## src/rtl/cmp_stream.sv

```systemverilog
// Two-stage streaming comparator. Stage 1 registers the subtract flags and
// the mode. Stage 2 registers the decoded result. Valid/ready back-pressure
// runs through both stages. A saturating counter tracks delivered true results.
module cmp_stream #(
    parameter int WIDTH     = 8,
    parameter int CNT_WIDTH = 16
) (
    input  logic                 CLK,
    input  logic                 ASYNCRESETN,
    input  logic                 in_valid,
    output logic                 in_ready,
    input  logic [WIDTH-1:0]     I0,
    input  logic [WIDTH-1:0]     I1,
    input  logic [2:0]           MODE,
    output logic                 out_valid,
    input  logic                 out_ready,
    output logic                 O,
    input  logic                 clr,
    output logic [CNT_WIDTH-1:0] cnt
);

    typedef enum logic [2:0] {
        M_UGT = 3'd0, M_UGE = 3'd1, M_ULT = 3'd2, M_ULE = 3'd3,
        M_SGT = 3'd4, M_SGE = 3'd5, M_EQ  = 3'd6, M_NE  = 3'd7
    } mode_e;

    typedef struct packed {
        logic  c;
        logic  z;
        logic  n;
        logic  v;
        mode_e mode;
    } flags_t;

    // vld_pipe[1]: stage-1 holds a beat; vld_pipe[2]: result beat on O
    logic [2:1]     vld_pipe;
    flags_t         s1, s1_d;
    logic [WIDTH:0] diff;
    logic           ld2;
    logic           o_d;

    // Stage 2 takes a new beat whenever its current one is gone or leaving
    assign ld2       = ~vld_pipe[2] | out_ready;
    assign in_ready  = ~vld_pipe[1] | ld2;
    assign out_valid = vld_pipe[2];

    // I0 - I1 as I0 + ~I1 + 1; the carry out is the unsigned "no borrow"
    always_comb begin
        diff      = {1'b0, I0} + {1'b0, ~I1} + (WIDTH+1)'(1);
        s1_d.c    = diff[WIDTH];
        s1_d.z    = (I0 == I1);
        s1_d.n    = diff[WIDTH-1];
        s1_d.v    = (I0[WIDTH-1] ^ I1[WIDTH-1]) & (diff[WIDTH-1] ^ I0[WIDTH-1]);
        s1_d.mode = mode_e'(MODE);
    end

    // Predicate decode from the stage-1 flags
    always_comb begin
        o_d = 1'b0;
        case (s1.mode)
            M_UGT:   o_d = s1.c & ~s1.z;
            M_UGE:   o_d = s1.c;
            M_ULT:   o_d = ~s1.c;
            M_ULE:   o_d = ~s1.c | s1.z;
            M_SGT:   o_d = ~(s1.n ^ s1.v) & ~s1.z;
            M_SGE:   o_d = ~(s1.n ^ s1.v);
            M_EQ:    o_d = s1.z;
            M_NE:    o_d = ~s1.z;
            default: o_d = 1'b0;
        endcase
    end

    // Valid bits: reset discards anything in flight
    always_ff @(posedge CLK or negedge ASYNCRESETN) begin
        if (!ASYNCRESETN) begin
            vld_pipe <= '0;
        end else begin
            if (in_ready) vld_pipe[1] <= in_valid;
            if (ld2)      vld_pipe[2] <= vld_pipe[1];
        end
    end

    // Stage-1 payload only moves on an accepted beat; bubbles leave it alone
    always_ff @(posedge CLK) begin
        if (in_valid & in_ready) s1 <= s1_d;
    end

    // Result register holds through stalls and bubbles
    always_ff @(posedge CLK or negedge ASYNCRESETN) begin
        if (!ASYNCRESETN)          O <= 1'b0;
        else if (ld2 & vld_pipe[1]) O <= o_d;
    end

    // Count delivered true results. Saturate at all-ones. Clear wins.
    always_ff @(posedge CLK or negedge ASYNCRESETN) begin
        if (!ASYNCRESETN)
            cnt <= '0;
        else if (clr)
            cnt <= '0;
        else if (out_valid & out_ready & O & ~&cnt)
            cnt <= cnt + 1'b1;
    end

endmodule

```

## config.mk

```make
export PLATFORM = sky130hd
export DESIGN_NAME = cmp_stream
export DESIGN_NICKNAME = d
export VERILOG_FILES = /design/src/rtl/cmp_stream.sv
export SDC_FILE = /design/constraint.sdc
export NUM_CORES = 1
export LEC_CHECK = 0
export CORE_UTILIZATION = 35
export DETAILED_ROUTE_END_ITERATION = 7
export PLACE_DENSITY_LB_ADDON = 0.25
export SLEW_MARGIN = 20
export SYNTH_ARGS = -nofsm -noshare
export SYNTH_HDL_FRONTEND = slang
export SYNTH_SLANG_ARGS = --single-unit
```

## constraint.sdc

```tcl
create_clock -name CLK -period 1.95 [get_ports CLK]
set_clock_uncertainty 0.2 [all_clocks]
set_input_delay 0.39 -clock CLK [delete_from_list [all_inputs] [get_ports CLK]]
set_output_delay 0.39 -clock CLK [all_outputs]
set_load 0.005 [all_outputs]
```

**Word level (Yosys, flattened, before mapping)**

Index checks and enable logic that the tools add are counted.

- Flip-flop bits (word level): 26
- Word-level logic and storage cells: 47

- Eq/ne operators: 8
- Bitwise logic cells: 20
- Reductions and logical operators: 4
- Add/subtract/negate cells: 3
- Muxes and demuxes: 3

Operators by type and width:

| operator | number |
|---|---|
| $mux 16 | 2 |
| $add 16x1->16 const B | 1 |
| $reduce_and 16->1 | 1 |
| $eq 3x3->1 const B | 4 |
| $add 8x8->9 | 1 |
| $add 9x1->9 const B | 1 |
| $and 1x1->1 | 8 |
| $eq 8x8->1 | 1 |
| $not 8->8 | 1 |
| $pmux 1 s8 | 1 |
| $eq 3x2->1 const B | 2 |
| $not 1->1 | 5 |
| $eq 3x1->1 const B | 1 |
| $logic_not 3->1 | 1 |
| $or 1x1->1 | 3 |
| $xor 1x1->1 | 3 |
| $reduce_bool 2->1 | 1 |
| $logic_not 1->1 | 1 |

**Depth between registers and ports, before layout**

- Depth in word-level cells: 5
- Gate-level depth with buffers: 6
- Gate-level depth less buffers: 6

**Worst setup path after synthesis**

No wires, ideal clock.

- Path kind: input to register
- From: in I1[5]
- To: reg s1[3] (netlist name), data pin
- Setup slack: -156 ps
- Data arrival time: 1,647 ps
- Stages: 6
- Library setup time: 260 ps
- Cell sequence: inv_1 -> ha_1 -> a21o_1 -> a221oi_1 -> o21a_1 -> mux2_2

RTL lines:

| item | RTL line | RTL |
|---|---|---|
| start, declared | 13 | `input logic [WIDTH-1:0] I1,` |
| end signal, assigned | 85 | `if (in_valid & in_ready) s1 <= s1_d;` |
| end, declared | 37 | `flags_t s1, s1_d;` |

**Final worst setup path**

- From: reg cnt[9]
- To: reg cnt[10]

- Cells in the longest elaborated chain, start to end: 4

RTL lines:

| item | RTL line | RTL |
|---|---|---|
| start, declared | 19 | `output logic [CNT_WIDTH-1:0] cnt` |
| start signal, assigned | 101 | `cnt <= cnt + 1'b1;` |
| branches (longest 4 deep; another with $add 16x1->16) | n/a |  |

Several ways; the timed one is not identified. The select of a mux whose other input is x is not followed.
A chain may end at the register's enable or synchronous reset.

==> key figures <==
STA
  • Rel. slew slack: a little under 70%
  • Final Hold Vio Count: 0
  • Final worst-path cycle share: around 100%
  • Fin Hold WS: roughly 0.25 ns
  • Total negative slack: 0 ns
  • RSZ-0062 raised after global routing: yes
  • Post-route worst setup slack: around 0.018 ns
  • Setup violators final: 0
  • Max-slew violations: 0
  • F_max: just over 500 MHz
  • Crit path time final: around 1.9 ns
  • Slew @ Worst Pin: around 0.46 ns

Place
  • DP Worst Slack: -0.708 ns
  • Placement Cell Area: 2300 um2
  • Final HPWL DP: roughly 2900 um
  • Final GP Congestion: ~0.86
  • Port Buffer Count: 42
  • # placed instances: 270

Logic synthesis
  • Dominant cell type by area after synthesis: dfrtp_1
  • Ys async rst share: 73.1%
  • Post-synth top area share: 30.4%
  • Predominant post-synthesis flop cell: dfrtp_1
  • Library cells used by synthesis: between 40 and 50
  • Syn_area_per_cell: ~10 um2
  • Seq cells post-synth: 26
  • Seq/Total Area, Yosys: a little over two fifths
  • Most common library cells after synthesis: dfrtp_1 (19), a21oi_1 (11), inv_1 (11)
  • Cell count after synthesis: 155
  • Most common cell in the netlist: dfrtp_1
  • Post-synth EDFFs: 7
  • Post-Syn Nets: around 190
  • Cell Area, Synth: approximately 1600 um2
  • Yosys warns: 0
  • Top post-synthesis cells by area: dfrtp_1 (30%), edfxtp_1 (13%), ha_1 (7.2%)

Floorplanning
  • IO Count: 43
  • Die area: about 4700 um2
  • Num rows: 23
  • Core area: approximately 4100 um2
  • Initial core utilization: 37.7%
  • DIE HEIGHT: approximately 69 um
  • Die W: ~69 um

Global route
  • Global-route wire length before repair: approximately 6500 um
  • Pin count of the biggest net entering global routing: 20
  • Initial antenna violation count: 0
  • GRT Util Overall: about a fifth
  • Grt ovf: 0
  • Number of global-route vias before repair: 1482

Cells and area
  • Antenna Cells: 0
  • Post-route cell area: 2520 um2
  • Fraction of layout instances using a drive strength above 1: between 30% and 40%
  • Nets: 263
  • Area grow syn2layout: 61.7%
  • Fillers: 349
  • Non-Filler Instances: roughly 280
  • Post-layout util: around 60%

Routing
  • First-pass detailed-route iteration total: 4
  • Total wire length: between 4000 and 5000 um
  • Post-DR wirelength/cell: 14.4 um
  • Drt first-iter violations: 76
  • Met2 WL post-DR: 2190 um
  • WL met1: ~1600 um
  • Routed Antenna Nets: 0
  • Uppermost layer routed: met4
  • Vias per cell: around 5.4
  • Drt drc: 0
  • Vias: roughly 1500
  • DR WL met3: roughly 150 um

Pwr
  • Leak: approximately 1.1 nW
  • Clock group share of total power: 34.4%
  • Switching power share of the total: between 20% and 30%
  • Flop pwr share: between 40% and 50%
  • Pwr Density: between 500 and 600 nW/um2
  • Internal power: 1.03 mW
  • Total power: 1.33 mW
  • Peak VDD IR: between 0.4 and 0.5 mV
  • NetSw: 0.309 mW
  • Comb pwr share: a little over 20%

Worst hold path
  • HP Class: in -> async

Critical path
  • Buf/Inv on CP: 0
  • Req. time, crit path: between 1.5 and 2 ns
  • Startpoint Class: flip-flop
  • Setup crit end kind: flip-flop
  • Slowest CP cell: or4_1
  • Crit Path Class: reg -> reg
  • Critical-path cell list: nand3_1 -> or2_0 -> or4_1 -> a21oi_1
  • R2R setup slack: around 0.018 ns
  • Max incr delay on CP: about 0.55 ns
  • R2R Path End: cnt[10]
  • Crit path DAT: just under 2 ns
  • Worst reg2reg path depth: 4
  • Critical path peak fanout: 6
  • Critical path's top delay family: simple AND/OR/NAND/NOR gates
  • FF-to-FF Start: cnt[9]

Flow run
  • Max Cap Violations: 0

CTS
  • Clock Tree Buf Depth: 2
  • CTS tree: done
  • CTS Sinks: 26
  • Clk pin slew, worst setup/hold paths: 0.10 ns
  • CTS root buffer: clkbuf_8
  • CTS buffer count: 3
  • Clock latency on the worst-skew pair: about 0.28 ns
  • Htree depth: 1

Run status
  • Status: finished clean
==> layer usage <==
metal / track usage [%] / vias to the layer above
li1: - / 732
met1: 21.1 / 731
met3: 3.95 / 9
met2: 34.3 / 35
met4: 6.38 / 0
met5: 0 / -
==> sequential cells by signal, summed over array words and instances (netlist names) <==
name      flops
cnt          16
s1            7
vld_pipe      2
O             1
==> power by group through the flow <==
stage / sequential [mW] / combinational [mW] / clock (mW)
finish: 0.602 / 0.274 / 0.458
global route: 0.605 / 0.305 / 0.485
CTS: 0.601 / 0.262 / 0.464
detailed placement: 0.612 / 0.254 / 0
global placement: 0.611 / 0.244 / 0
floorplan: 0.614 / 0.106 / 0
==> what timing repair did <==
action / in CTS / in global routing
hold buffers: 0 / 0
endpoints found under the hold margin: 0 / 0
resized for setup: 29 / 25
endpoints found under the setup margin: 17 / 16
pin swaps: 6 / 6
setup buffers: 1 / 4
==> kinds of logic (layout without fill, tap and decap cells) <==
family,after synthesis,in the layout,share of synthesized area [%]
and+or+nand+nor,64,64,25.3
DFF,26,26,43.9
adders and majority gates,9,9,7.21
AOI/OAI and AO/OA,31,31,13.1
buffers and inverters,16,90,4.57
muxes,6,6,4.25
xor gates and xnor gates,3,3,1.68
==> worst max-delay path by stage <==
stage,startpoint,to,cells past startpoint
floorplan,I1[5],s1[3],6
global placement,I1[5],s1[3],7
detailed placement,I1[5],s1[3],7
CTS,I1[0],s1[3],6
global route,cnt[9],cnt[15],4
finish,cnt[9],cnt[10],4
==> layout by cell type, fill, tap and decap left out, drive strengths merged, types with 8 or more instances in the layout <==
master,synthesis,final
buf,0,33
clkdlybuf4s50,0,24
dfrtp,19,19
a21oi,11,11
inv,11,11
nand2,9,9
ha,9,9
nor2,8,8
==> final cells by class <==
| cell class | count | area, um2 | area share (%) |
|---|---|---|---|
| clock buffer | 3 | 41.3 | 1.64 |
| inverter | 11 | 56.3 | 2.23 |
| multi-input combinational | 113 | 963 | 38.2 |
| clock inverter | 1 | 30.0 | 1.19 |
| timing repair buffer | 75 | 686 | 27.2 |
| sequential | 26 | 686 | 27.2 |
| tap | 50 | 62.6 | 2.48 |
==> worst register-to-register path, cell delays in order (launching register included) <==
cell and delay (ns):
dfrtp_1 0.41, nand3_1 0.19, or2_0 0.36, or4_1 0.55, a21oi_1 0.15
Power figures use the tool's default switching activity.
